<file path="config.mk">
export PLATFORM = sky130hd
export DESIGN_NAME = th_fre_seq
export DESIGN_NICKNAME = d
export VERILOG_FILES = /design/src/rtl/th_fre_pkg.sv /design/src/rtl/bin_to_bcd_seq.sv /design/src/rtl/th_fre_seq.sv
export SDC_FILE = /design/constraint.sdc
export NUM_CORES = 1
export LEC_CHECK = 0
export BUFFER_PORTS_ARGS = -buffer_cell sky130_fd_sc_hd__buf_2
export CAP_MARGIN = 15
export CORE_ASPECT_RATIO = 1.25
export CORE_UTILIZATION = 25
export DETAILED_ROUTE_END_ITERATION = 8
export SLEW_MARGIN = 20
export SYNTH_ARGS = -nofsm -noshare
export SYNTH_HDL_FRONTEND = slang
export SYNTH_SLANG_ARGS = --single-unit
</file>
<file path="constraint.sdc">
create_clock -name signal -period 1.9 [get_ports signal]
set_input_delay 0.38 -clock signal [delete_from_list [all_inputs] [get_ports signal]]
set_output_delay 0.38 -clock signal [all_outputs]
set_load 0.005 [all_outputs]
</file>
<file path="src/rtl/th_fre_pkg.sv">
// Shared types and constants for the theoretical-frequency sequencer.
package th_fre_pkg;

    localparam int BCD_W = 4;

    typedef enum logic [2:0] {
        IDLE,
        MUL,
        SCALE,
        CONV,
        DONE
    } state_t;

    // Largest value that fits in the displayed digits: 10^digits - 1.
    function automatic int unsigned sat_limit(input int unsigned digits);
        int unsigned v;
        v = 1;
        for (int unsigned i = 0; i < digits; i++) begin
            v = v * 10;
        end
        return v - 1;
    endfunction

endpackage

</file>
<file path="src/rtl/bin_to_bcd_seq.sv">
// Iterative double-dabble converter: one bit per cycle, BIN_W cycles after load.
// done is high during the final iteration; bcd holds the full result from the next cycle on.
module bin_to_bcd_seq
    import th_fre_pkg::*;
#(
    parameter int BIN_W  = 14,
    parameter int DIGITS = 4
) (
    input  logic                      signal,
    input  logic                      rst_n,
    input  logic                      load,
    input  logic [BIN_W-1:0]          bin,
    output logic [BCD_W*DIGITS-1:0]   bcd,
    output logic                      done
);

    localparam int CNT_W = $clog2(BIN_W + 1);
    localparam int BW    = BCD_W * DIGITS;

    logic [BIN_W-1:0] sh;
    logic [CNT_W-1:0] cnt;
    logic             run;
    logic [BW-1:0]    adj;

    always_comb begin
        adj = bcd;
        for (int d = 0; d < DIGITS; d++) begin
            if (bcd[d*BCD_W +: BCD_W] >= BCD_W'(5)) begin
                adj[d*BCD_W +: BCD_W] = bcd[d*BCD_W +: BCD_W] + BCD_W'(3);
            end
        end
    end

    always_ff @(posedge signal or negedge rst_n) begin
        if (!rst_n) begin
            sh  <= '0;
            cnt <= '0;
            run <= 1'b0;
            bcd <= '0;
        end else if (load) begin
            sh  <= bin;
            cnt <= '0;
            run <= 1'b1;
            bcd <= '0;
        end else if (run) begin
            // Adjust digits, then shift the next binary MSB into the BCD LSB.
            {bcd, sh} <= {adj[BW-2:0], sh, 1'b0};
            cnt       <= cnt + 1'b1;
            if (cnt == CNT_W'(BIN_W - 1)) begin
                run <= 1'b0;
            end
        end
    end

    assign done = run && (cnt == CNT_W'(BIN_W - 1));

endmodule

</file>
<file path="src/rtl/th_fre_seq.sv">
// Computes k*FCLK/2^ACC_W, clamps to DIGITS, converts to BCD; K_W+BIN_W+2 cycles per run.
// TH_FRE_ROUND_EN: round half-up instead of truncating in SCALE (same latency).
module th_fre_seq
    import th_fre_pkg::*;
#(
    parameter int K_W    = 8,
    parameter int ACC_W  = 8,
    parameter int FCLK   = 10000,
    parameter int DIGITS = 4,
    parameter int BIN_W  = 14
) (
    input  logic                      signal,
    input  logic                      rst_n,
    input  logic [K_W-1:0]            k,
    input  logic                      start,
    output logic [BIN_W-1:0]          bin,
    output logic [BCD_W*DIGITS-1:0]   bcd,
    output logic                      valid,
    output logic                      busy,
    output logic                      ovf
);

    localparam int          P_W    = K_W + $clog2(FCLK + 1);
    localparam int          CNT_W  = $clog2(K_W + 1);
    localparam int unsigned LIMIT  = sat_limit(DIGITS);
    localparam logic [P_W:0]   LIM_P  = (P_W + 1)'(LIMIT);
    localparam logic [P_W-1:0] FCLK_P = P_W'(FCLK);
`ifdef TH_FRE_ROUND_EN
    localparam logic [P_W:0]   RND    = (P_W + 1)'(1) << (ACC_W - 1);
`else
    localparam logic [P_W:0]   RND    = '0;
`endif

    state_t                    state, state_nx;
    logic [K_W-1:0]            k_q;
    logic [K_W-1:0]            mk;
    logic [P_W-1:0]            prod;
    logic [CNT_W-1:0]          cnt;
    logic [BIN_W-1:0]          res_q;
    logic                      ovf_q;
    logic [P_W:0]              sum;
    logic [P_W:0]              scaled;
    logic [BIN_W-1:0]          clamp;
    logic                      ovf_next;
    logic                      accept;
    logic                      load;
    logic                      conv_done;
    logic [BCD_W*DIGITS-1:0]   bcd_w;

    assign accept = (state == IDLE) && (start || (k != k_q));

    always_ff @(posedge signal or negedge rst_n) begin
        if (!rst_n) begin
            state <= IDLE;
        end else begin
            state <= state_nx;
        end
    end

    always_comb begin
        state_nx = state;
        unique case (state)
            IDLE:    if (accept) state_nx = MUL;
            MUL:     if (cnt == CNT_W'(K_W - 1)) state_nx = SCALE;
            SCALE:   state_nx = CONV;
            CONV:    if (conv_done) state_nx = DONE;
            DONE:    state_nx = IDLE;
            default: state_nx = IDLE;
        endcase
    end

    always_comb begin
        busy = (state != IDLE);
        load = (state == SCALE);
    end

    always_comb begin
        sum    = {1'b0, prod} + RND;
        scaled = sum >> ACC_W;
        if (scaled > LIM_P) begin
            clamp    = BIN_W'(LIMIT);
            ovf_next = 1'b1;
        end else begin
            clamp    = scaled[BIN_W-1:0];
            ovf_next = 1'b0;
        end
    end

    always_ff @(posedge signal or negedge rst_n) begin
        if (!rst_n) begin
            k_q   <= '0;
            mk    <= '0;
            prod  <= '0;
            cnt   <= '0;
            res_q <= '0;
            ovf_q <= 1'b0;
            bin   <= '0;
            bcd   <= '0;
            ovf   <= 1'b0;
            valid <= 1'b0;
        end else begin
            valid <= 1'b0;
            unique case (state)
                IDLE: begin
                    if (accept) begin
                        k_q  <= k;
                        mk   <= k;
                        prod <= '0;
                        cnt  <= '0;
                    end
                end
                MUL: begin
                    // MSB-first shift-add keeps the addend a constant FCLK.
                    prod <= (prod << 1) + (mk[K_W-1] ? FCLK_P : '0);
                    mk   <= mk << 1;
                    cnt  <= cnt + 1'b1;
                end
                SCALE: begin
                    res_q <= clamp;
                    ovf_q <= ovf_next;
                end
                DONE: begin
                    bin   <= res_q;
                    bcd   <= bcd_w;
                    ovf   <= ovf_q;
                    valid <= 1'b1;
                end
                default: ;
            endcase
        end
    end

    bin_to_bcd_seq #(
        .BIN_W  (BIN_W),
        .DIGITS (DIGITS)
    ) u_bcd (
        .signal (signal),
        .rst_n  (rst_n),
        .load   (load),
        .bin    (clamp),
        .bcd    (bcd_w),
        .done   (conv_done)
    );

endmodule

</file>
==> results.ini, run 1 <==
[cts]
cts_tree = done
cts.clk_slew.worst_paths_ns = 0.06
clock_latency_ns = 0.41
htree_levels = 4
cts_sinks = 123
clockRootBuffer = clkbuf_16
clock_path_buffers = 2
cts_buffers = 17

[critical_path]
arrival_ns = 2.28
worst_setup_path_start_kind = flop
cp.required_ns = 2.22
slowest_delay_ns = 0.40
crit_path_top_delay_cell = dfrtp_1
critPathKind = reg2reg
path_delay_family = compound AO/OA/AOI/OAI gates
crit_path_end_kind = flop
crit_buf_inv = 1
cp_cell_sequence = ha_2 -> inv_2 -> fa_2 -> nor2b_4 -> o2111a_2 -> o211ai_1 -> xor2_1 -> a211oi_1
worstPathMaxFanout = 4

[floorplan]
fp.dieH_um = 171
start_util = 0.255
die_area_mm2 = 0.0234
io-pin-count = 44
core_mm2 = 0.0223
num_rows = 61
die_w_um = 137

[route]
ant_nets = 0
vias = 4004
wl_per_cell_um = 13.4
totalWireLength_um = 11900
detailedRoute.firstPassIterationCount = 4
drt_iter0_drc = 133
vias_per_cell = 4.53
route.detailed.drc = 0

[timing]
rsz0062_at_grt = true
hold_slack_ns = 0.223
fin_skew_ns = 0.00674
min_period_ns = 1.96
drv_slew = 0
worstMarginPinSlew_ns = 0.454
worst_slack_ns = -0.0609
slew-limit-headroom = 0.698
fin_crit_sh = 1.03
tns_ns = -0.152
finalHoldViolCount = 0
finalSetupViolCount = 4
fmax_mhz = 510

[run_status]
status = finished, violations left
violations = negative setup slack

[power_and_ir_drop]
power_frac_comb = 0.355
p_sw_mw = 4.18
p_clk_frac = 0.274
p_int_mw = 8.04
power_density_mw_per_mm2 = 1700
ir_worst_vdd_uv = 793
sw_frac_of_total = 0.342
p_seq_frac = 0.371
p_leak_nw = 3.30

[yosys]
synth_top_area_cell = dfrtp_1
synth_ff_type = dfrtp_1
synth_edf_count = 0
synth_cell_type_count = 51
yosysWarnings = 0
synth_fa_ha_area_frac = 0.0365
ys_seq_area_frac = 0.541
synth_area_mm2 = 0.00569
syn_area_per_cell_um2 = 11.1
synth_top_family_by_area = simple AND/OR/NAND/NOR gates
synth_xor_area_frac = 0.0462
ys_ff_latch = 123
syn_nets = 541
synthCells = 514
synth_mux_area_frac = 0.108
ys_top_cells_by_area = dfrtp_1 (54%), mux2_2 (6.3%), nand2_1 (4.7%), mux2i_1 (3.7%), xnor2_1 (3.5%)
synth_compound_area_frac = 0.115
synth_top_area_frac = 0.541
synthSimpleGateAreaFrac = 0.121
synth_async_sr_flop_share = 1.00

[grt]
grt_pass1_wl_um = 20200
grt_usage = 0.112
grt_pass1_vias = 4024
antenna_found_initial = 0
grt-ovfl-total = 0
grt_max_degree = 71

[layout]
area_growth_syn_to_layout_pct = 26.4
layout-drive-gt1-share = 0.280
design_area_mm2 = 0.00720
fin_util = 0.323
fin_nets = 615
antennaDiodeCount = 0

[placement]
hpwl_um = 8060
io_buffers = 43
placed_cell_area_mm2 = 0.00646
gp_congestion = 0.753

[worst_hold_path]
hold_class = in2reg

[job]
max-cap-violations = 0

## path summary, 6_finish.rpt
path | cells after the start | from | slack (ns) | endpoint
max reg2reg | 8 | mk[7] | -0.06 | prod[16]
min in group asynchronous | 2 | rst_n | 0.38 | bcd[7]
min | 3 | k[5] | 0.22 | k_q[5]
max in group asynchronous | 3 | rst_n | 0.84 | state[1]
min reg2reg | 2 | res_q[11] | 0.47 | res_q[11]
max | 8 | mk[7] | -0.06 | prod[16]
## power groups by stage
stage	registers, mW	clock network [mW]	logic (mW)
after global routing	4.71	3.54	4.94
final	4.54	3.34	4.34
after global placement	4.56	0	4.02
after floorplan	4.26	0	3.11
after CTS	4.54	3.43	4.21
after detailed placement	4.58	0	4.11
## layout make-up
cell class                      count  area, um2
Clock buffer                       19        453
Clock inverter                     13        166
Fill cell                        2284      15100
Inverter                           14       52.6
Multi-Input combinational cell    349       2500
Sequential cell                   123       3080
Tap cell                          283        354
Timing Repair Buffer               83        587
## cells by family (layout without fill, tap and decap cells)
family | after synthesis | after routing
AND/OR/NAND/NOR | 150 | 150
AO/OA/AOI/OAI | 97 | 97
flip-flops | 123 | 123
multiplexers | 56 | 56
buffers and inverters | 42 | 129
adder cells (fa/ha/maj) | 16 | 16
XOR/XNOR | 30 | 30
## state kept, by name, indices dropped and copies added, names as in the netlist
name,flops
prod,18
bcd,16
u_bcd.bcd,16
bin,14
res_q,14
u_bcd.sh,14
k_q,8
mk,8
cnt,4
u_bcd.cnt,4
state,3
ovf,1
ovf_q,1
u_bcd.run,1
valid,1
## worst reg2reg max path, stage by stage (launching register included)
cell      delay, ns
dfrtp_1        0.40
ha_2           0.21
inv_2          0.04
fa_2           0.36
nor2b_4        0.13
o2111a_2       0.26
o211ai_1       0.11
xor2_1         0.16
a211oi_1       0.20
## placed cells by master (no fill, tap or decap), drive strengths merged, types with 15 or more instances in the layout
cell type and n:
nand2 71, buf 82, a21oi 25, mux2i 21
o21ai 23, clkbuf 19, dfrtp 123, nor2 33
xnor2 23, mux2 35, ha 15, inv 16
## through the flow
step           setup slack [ns]  std cells  total power, mW
2_1_floorplan           -0.0555        514             7.36
3_3_place_gp            -0.0743        845             8.58
3_5_place_dp             -0.102        845             8.69
4_1_cts                 -0.0415        880             12.2
5_1_grt                  -0.182        884             13.2
6_report                -0.0609        884             12.2
## cells in the mapped netlist, drive strengths merged, types with 12 or more instances
cell type  count
nand3         14
buf           12
mux2          35
nand2         71
inv           14
clkbuf        16
ha            15
mux2i         21
xnor2         23
nor2          33
dfrtp        123
a21oi         25
o21ai         23
## layer usage
layer	GRT usage	routed length, um	vias to the layer above
li1	-	-	1945
met1	0.134	5260	1985
met2	0.189	6070	59
met3	0.0299	373	15
met4	0.0416	163	0
met5	0	0	-
## what timing repair did
item                                    in CTS  in global routing
gates resized for setup                      4                  8
hold buffers                                 1                  0
setup buffers                                2                  5
endpoints found under the setup margin       5                 12
pin swaps                                    5                 18
endpoints found under the hold margin       14                  0
Note: power is estimated with default switching activity, not from simulation.
==> run 2: changes to the inputs <==
Settings changed: CORE_UTILIZATION 25 to 50, PLACE_DENSITY from default to 0.71, SYNTH_HIERARCHICAL from default to 1.
==> run 2 against run 1 <==
  * The flow still finishes with violations (negative setup slack)
  * Synthesized cell count grew 3.3%
  * Sequential cell count is the same
  * Cell count shrank 12%
  * Global-route usage grew 9.2 points
  * Setup slack is essentially flat
  * Area after synthesis grew 4.9%
  * Utilization grew 31 points
  * Fmax is essentially flat
  * Routed wire length grew 1.3%
  * Combinational power grew 6.0%
  * Largest cell class unchanged
  * Largest power group is now combinational cells
==> results.ini, run 2 <==
[run_status]
status = finished, violations left
violations = negative setup slack

[route]
detailedRoute.firstPassIterationCount = 4  ; unchanged
ant_nets = 0  ; unchanged
drt_iter0_drc = 174  ; +31%
route.detailed.drc = 0  ; unchanged
vias = 4240  ; +5.9%
totalWireLength_um = 12000  ; +1.3%
vias_per_cell = 5.47  ; +21%
wl_per_cell_um = 15.5  ; +16%

[grt]
grt_pass1_vias = 4225  ; +5.0%
grt_max_degree = 43  ; -39%
grt_pass1_wl_um = 19500  ; -3.2%
grt_usage = 0.204  ; +0.0924
grt-ovfl-total = 0  ; unchanged
antenna_found_initial = 0  ; unchanged

[cts]
clock_latency_ns = 0.41  ; about the same
cts.clk_slew.worst_paths_ns = 0.05  ; about the same
htree_levels = 4  ; unchanged
cts_buffers = 17  ; unchanged
clockRootBuffer = clkbuf_16
clock_path_buffers = 2  ; unchanged
cts_tree = done
cts_sinks = 123  ; unchanged

[power_and_ir_drop]
p_clk_frac = 0.277  ; +0.003
power_frac_comb = 0.369  ; +0.014
p_leak_nw = 3.46  ; +5.0%
p_seq_frac = 0.354  ; -0.017
sw_frac_of_total = 0.348  ; +0.00661
power_density_mw_per_mm2 = 1700  ; +0.35%
p_int_mw = 8.12  ; +0.91%
ir_worst_vdd_uv = 829  ; +4.6%
p_sw_mw = 4.34  ; +3.9%

[critical_path]
crit_buf_inv = 1  ; unchanged
worstPathMaxFanout = 5  ; +1
path_delay_family = adder cells
cp.required_ns = 2.20  ; -0.02 ns
crit_path_top_delay_cell = dfrtp_2
arrival_ns = 2.26  ; -0.02 ns
worst_setup_path_start_kind = flop
slowest_delay_ns = 0.45  ; +0.05 ns
critPathKind = reg2reg
crit_path_end_kind = flop
r2r_setup_slack_ns = -0.06  ; about the same
cp_cell_sequence = ha_4 -> inv_2 -> fa_2 -> nor2b_4 -> o21ai_4 -> a211oi_2 -> xor2_1 -> a22o_1

[placement]
hpwl_um = 8170  ; +1.3%
gp_congestion = 0.901  ; +20%
io_buffers = 43  ; unchanged
placed_cell_area_mm2 = 0.00654  ; +1.3%

[yosys]
synthCells = 531  ; +3.3%
synth_common_cells = dfrtp_1 (123), nand2_1 (55), mux2_2 (45)
synth_async_sr_flop_share = 1.00  ; unchanged
ys_ff_latch = 123  ; unchanged
ys_seq_area_frac = 0.516  ; -0.0252
synth_top_family_by_area = simple AND/OR/NAND/NOR gates
synth_fa_ha_area_frac = 0.0348  ; -0.00170
syn_area_per_cell_um2 = 11.2  ; +1.5%
synth_mux_area_frac = 0.118  ; +0.0103
synth_area_mm2 = 0.00597  ; +4.9%
synth_top_area_cell = dfrtp_1
synth_edf_count = 0  ; unchanged
syn_nets = 558  ; +3.1%
synth_xor_area_frac = 0.0381  ; -0.00802
synth_compound_area_frac = 0.117  ; +0.00285
synth.most_common_cell = dfrtp_1
synth_ff_type = dfrtp_1
ys_top_cells_by_area = dfrtp_1 (52%), mux2_2 (8.5%), nand2_1 (3.5%), ha_1 (3.1%), mux2i_1 (2.9%)
yosysWarnings = 6  ; +6
synthSimpleGateAreaFrac = 0.134  ; +0.0130
synth_top_area_frac = 0.516  ; -0.0252
synth_cell_type_count = 63  ; +24%

[timing]
hold_slack_ns = 0.212  ; -0.0113 ns
drv_slew = 0  ; unchanged
tns_ns = -0.144  ; +0.00760 ns
fin_crit_sh = 1.03  ; about the same
slew-limit-headroom = 0.695  ; -0.00309
rsz0062_at_grt = true
worst_slack_ns = -0.0607  ; +0.000195 ns
fin_skew_ns = 0.00615  ; -0.000593 ns
worstMarginPinSlew_ns = 0.458  ; +0.00463 ns
finalSetupViolCount = 6  ; +2
fmax_mhz = 510  ; about the same
min_period_ns = 1.96  ; -0.000195 ns
finalHoldViolCount = 0  ; unchanged

[floorplan]
io-pin-count = 44  ; unchanged
core_mm2 = 0.0116  ; -48%
num_rows = 44  ; -28%
start_util = 0.514  ; +0.259
fp.dieH_um = 124  ; -27%
die_area_mm2 = 0.0124  ; -47%
die_w_um = 99.7  ; -27%

[layout]
layout_commonest_cell = dfrtp_1
mostFrequentLayoutCells = dfrtp_1 (122), nand2_1 (55), mux2_2 (45)
design_area_mm2 = 0.00731  ; +1.6%
largest_reg_flops = 18  ; unchanged
top_regs = prod x18, bcd x16, u_bcd/bcd x16
antennaDiodeCount = 0  ; unchanged
area_growth_syn_to_layout_pct = 22.5
layout-drive-gt1-share = 0.311  ; +0.0315
fin_nets = 629  ; +2.3%
top_register = prod

[job]
max-cap-violations = 0  ; unchanged

[worst_hold_path]
hold_class = in2reg

-- run 2: cell count changes after synthesis, moves of 6 or more --
cell and change:
nor2_1 -10, nand3_1 -7, a31oi_1 +6, nand2_1 -16
xnor2_1 -16, clkbuf_1 -8, o21ai_0 +8, o311ai_1 +6
inv_1 +9, mux2_2 +13, xor2_1 +12
-- run 2: final timing paths --
check | start | to | cells after the start
max | mk[7] | prod[20] | 8
min | k[6] | k_q[6] | 3
max reg2reg | mk[7] | prod[20] | 8
min reg2reg | bcd[12] | bcd[12] | 1
max in group asynchronous | rst_n | mk[7] | 3
min in group asynchronous | rst_n | u_bcd/bcd[1] | 2
-- run 2: cells by family (layout without fill, tap and decap cells) --
family	after synthesis	count (layout)
AND/OR/NAND/NOR	147	147
flip-flops	123	123
AO/OA/AOI/OAI	104	104
multiplexers	64	64
buffers and inverters	51	134
XOR/XNOR	26	26
adder cells (fa/ha/maj)	16	16
-- run 2: metrics by stage --
step | cells | total power, mW | utilization | worst slack [ns]
after floorplan | 531 | 7.44 | - | 0.0378
after global placement | 740 | 8.43 | 0.563 | -0.0367
after detailed placement | 740 | 8.69 | 0.563 | -0.173
after CTS | 774 | 12.3 | 0.624 | -0.00298
after global routing | 775 | 13.3 | 0.629 | -0.142
final | 775 | 12.5 | 0.629 | -0.0607
-- run 2: power groups by stage --
stage | combinational, mW | clock [mW] | sequential, mW
final | 4.60 | 3.45 | 4.41
after global routing | 5.13 | 3.61 | 4.52
after CTS | 4.47 | 3.51 | 4.35
after detailed placement | 4.29 | 0 | 4.40
after global placement | 4.08 | 0 | 4.35
after floorplan | 3.28 | 0 | 4.16
-- run 2: final cells by class --
class | instances | area (um2)
fillers | 880 | 4310
flip-flops and latches | 123 | 3080
multi-input cells | 357 | 2750
repair buffers | 77 | 542
clock buffers | 24 | 502
well taps | 161 | 201
clock inverters | 7 | 135
inverters | 26 | 97.6
-- run 2: timing repair --
action                                 CTS  global route
endpoints found under the hold margin   24             0
setup endpoints to repair                7            17
pin swaps                                4            13
hold buffers                             1             0
resized for setup                       11             9
buffers inserted                         3             1
-- run 2: worst min-delay path: cells and delay by family --
family | cells | cell delay (ns)
simple gates | 2 | 0.10
buf+inv | 1 | 0.11
-- run 2: routing by layer --
metal / up-vias / part of all wire / GRT usage
li1: 2009 / - / -
met1: 2132 / 0.41 / 0.228
met2: 77 / 0.55 / 0.369
met3: 22 / 0.026 / 0.0516
met4: 0 / 0.019 / 0.0864
met5: - / 0 / 0
==> run 3: changes to the inputs <==
--- a/config.mk
+++ b/config.mk
@@ -12,4 +12,5 @@
 export DETAILED_ROUTE_END_ITERATION = 8
 export PLACE_DENSITY = 0.71
+export SKIP_CTS_REPAIR_TIMING = 1
 export SLEW_MARGIN = 20
 export SYNTH_ARGS = -nofsm -noshare
==> constraint.sdc (replaced) <==
create_clock -name signal -period 1.9 [get_ports signal]
set_input_delay 0.19 -clock signal [delete_from_list [all_inputs] [get_ports signal]]
set_output_delay 0.19 -clock signal [all_outputs]
set_load 0.005 [all_outputs]
==> run 3 against run 2 <==
  * The flow still finishes with violations (negative setup slack)
  * Setup slack better by 0.015 ns
  * Critical path depth decreased by 2
  * Combinational power fell by 0.9%
  * Largest cell class unchanged
==> results.ini, run 3 (synthesis results as in run 2) <==
[run_status]
status = finished, violations left
violations = negative setup slack

[timing]
fmax_mhz = 514  ; +0.77%
finalHoldViolCount = 0  ; unchanged
worst_slack_ns = -0.0458  ; +0.0149 ns
fin_skew_ns = 0.00599  ; -0.000163 ns
tns_ns = -0.103  ; +0.0405 ns
slew-limit-headroom = 0.668  ; -0.0262
fin_crit_sh = 1.02  ; -0.00783
worstMarginPinSlew_ns = 0.496  ; +0.0376 ns
rsz0062_at_grt = true
min_period_ns = 1.95  ; -0.0149 ns
finalSetupViolCount = 3  ; -3
drv_slew = 0  ; unchanged

[placement]
hpwl_um = 8120  ; -0.50%
io_buffers = 43  ; unchanged
placed_cell_area_mm2 = 0.00649  ; -0.65%
gp_congestion = 0.850  ; -5.7%
placed_cells = 736  ; -0.54%

[route]
vias_per_cell = 5.44  ; -0.56%
route.detailed.drc = 0  ; unchanged
drt_iter0_drc = 195  ; +12%
ant_nets = 0  ; unchanged
wl_met3_um = 342  ; +11%
vias = 4211  ; -0.68%
totalWireLength_um = 12100  ; +0.86%
wl_met1_um = 4820  ; -2.1%
met2_length_um = 6660  ; +1.6%
top_layer_used = met4
wl_per_cell_um = 15.7  ; +0.99%
detailedRoute.firstPassIterationCount = 4  ; unchanged

[critical_path]
worst_setup_path_start_kind = flop
critPathKind = reg2reg
crit_path_end_kind = flop
worstPathMaxFanout = 6  ; +1
cp.required_ns = 2.19  ; about the same
arrival_ns = 2.24  ; -0.02 ns

[layout]
top_regs = prod x18, bcd x16, u_bcd/bcd x16
largest_reg_flops = 18  ; unchanged
design_area_mm2 = 0.00719  ; -1.7%
nFillCells = 924  ; +5.0%
top_register = prod
layout_commonest_cell = dfrtp_1
antennaDiodeCount = 0  ; unchanged
mostFrequentLayoutCells = dfrtp_1 (122), nand2_1 (55), mux2_2 (45)
area_growth_syn_to_layout_pct = 20.4
fin_nets = 627  ; -0.32%
stdcell_count = 774  ; -0.13%
fin_util = 0.619  ; -0.0107
layout-drive-gt1-share = 0.305  ; -0.00602

[floorplan]
fp.dieH_um = 124  ; unchanged
start_util = 0.514  ; unchanged
core_mm2 = 0.0116  ; unchanged
die_w_um = 99.7  ; unchanged
io-pin-count = 44  ; unchanged
die_area_mm2 = 0.0124  ; unchanged
num_rows = 44  ; unchanged

[cts]
clock_path_buffers = 2  ; unchanged
htree_levels = 4  ; unchanged
clockRootBuffer = clkbuf_16
clock_latency_ns = 0.41  ; about the same
cts_tree = done
cts_sinks = 123  ; unchanged
cts.clk_slew.worst_paths_ns = 0.05  ; about the same
cts_buffers = 17  ; unchanged

[grt]
grt_pass1_wl_um = 19600  ; +0.39%
grt_pass1_vias = 4224  ; -0.024%
grt_max_degree = 38  ; -12%
grt_usage = 0.207  ; +0.00307
grt-ovfl-total = 0  ; unchanged
antenna_found_initial = 0  ; unchanged

[power_and_ir_drop]
ir_worst_vdd_uv = 814  ; -1.9%
power_mw = 11.9  ; -4.4%
p_leak_nw = 3.38  ; -2.2%
power_density_mw_per_mm2 = 1660  ; -2.7%

[job]
max-cap-violations = 0  ; unchanged

[worst_hold_path]
hold_class = in2reg

-- run 3: cell types whose count changed in the layout (fill, tap and decap cells not counted), moves of 2 or more --
cell / previous run / this run
clkbuf_8: 5 / 1
clkinvlp_4: 0 / 6
clkinv_2: 3 / 5
bufinv_16: 4 / 1
-- run 3: layer usage --
metal,GRT usage,vias up
met5,0,-
met4,0.0901,0
met3,0.0578,19
met2,0.379,77
met1,0.223,2107
li1,-,2008
-- run 3: metrics by stage --
step | hold WS [ns] | worst slack, ns
2_1_floorplan | -0.106 | 0.0378
3_3_place_gp | 0.177 | -0.0307
3_5_place_dp | 0.175 | -0.126
4_1_cts | -0.264 | -0.193
5_1_grt | 0.0209 | -0.0678
6_report | 0.0255 | -0.0458
-- run 3: power by group --
part	total [mW]	internal, mW	switching, mW	leakage, nW
clock	2.95	1.81	1.13	0.254
combinational	4.56	2.13	2.43	1.55
sequential	4.40	3.56	0.846	1.58
total	11.9	7.50	4.40	3.38
-- run 3: final timing paths --
| check | startpoint | to | slack [ns] | depth (start not counted) |
|---|---|---|---|---|
| max | mk[7] | prod[15] | -0.05 | 6 |
| min | k[5] | k_q[5] | 0.03 | 3 |
| max reg2reg | mk[7] | prod[15] | -0.05 | 6 |
| min reg2reg | k_q[5] | k_q[5] | 0.50 | 2 |
| max in group asynchronous | rst_n | state[2] | 0.95 | 3 |
| min in group asynchronous | rst_n | u_bcd/bcd[1] | 0.28 | 2 |
-- run 3: area by class of cell --
type / count / area, um2 / area share
Multi-Input combinational cell: 357 / 2750 / 0.382
Tap cell: 161 / 201 / 0.0280
Clock buffer: 20 / 447 / 0.0622
Sequential cell: 123 / 3080 / 0.428
Clock inverter: 12 / 100 / 0.0139
Timing Repair Buffer: 75 / 514 / 0.0716
Inverter: 26 / 97.6 / 0.0136
-- run 3: worst max-delay path, cell delays in order (launching register included) --
cell and delay [ns]:
dfrtp_2 0.47, ha_1 0.31, a21o_1 0.23, a31oi_4 0.18
or2b_1 0.29, xnor2_1 0.13, a22o_2 0.22
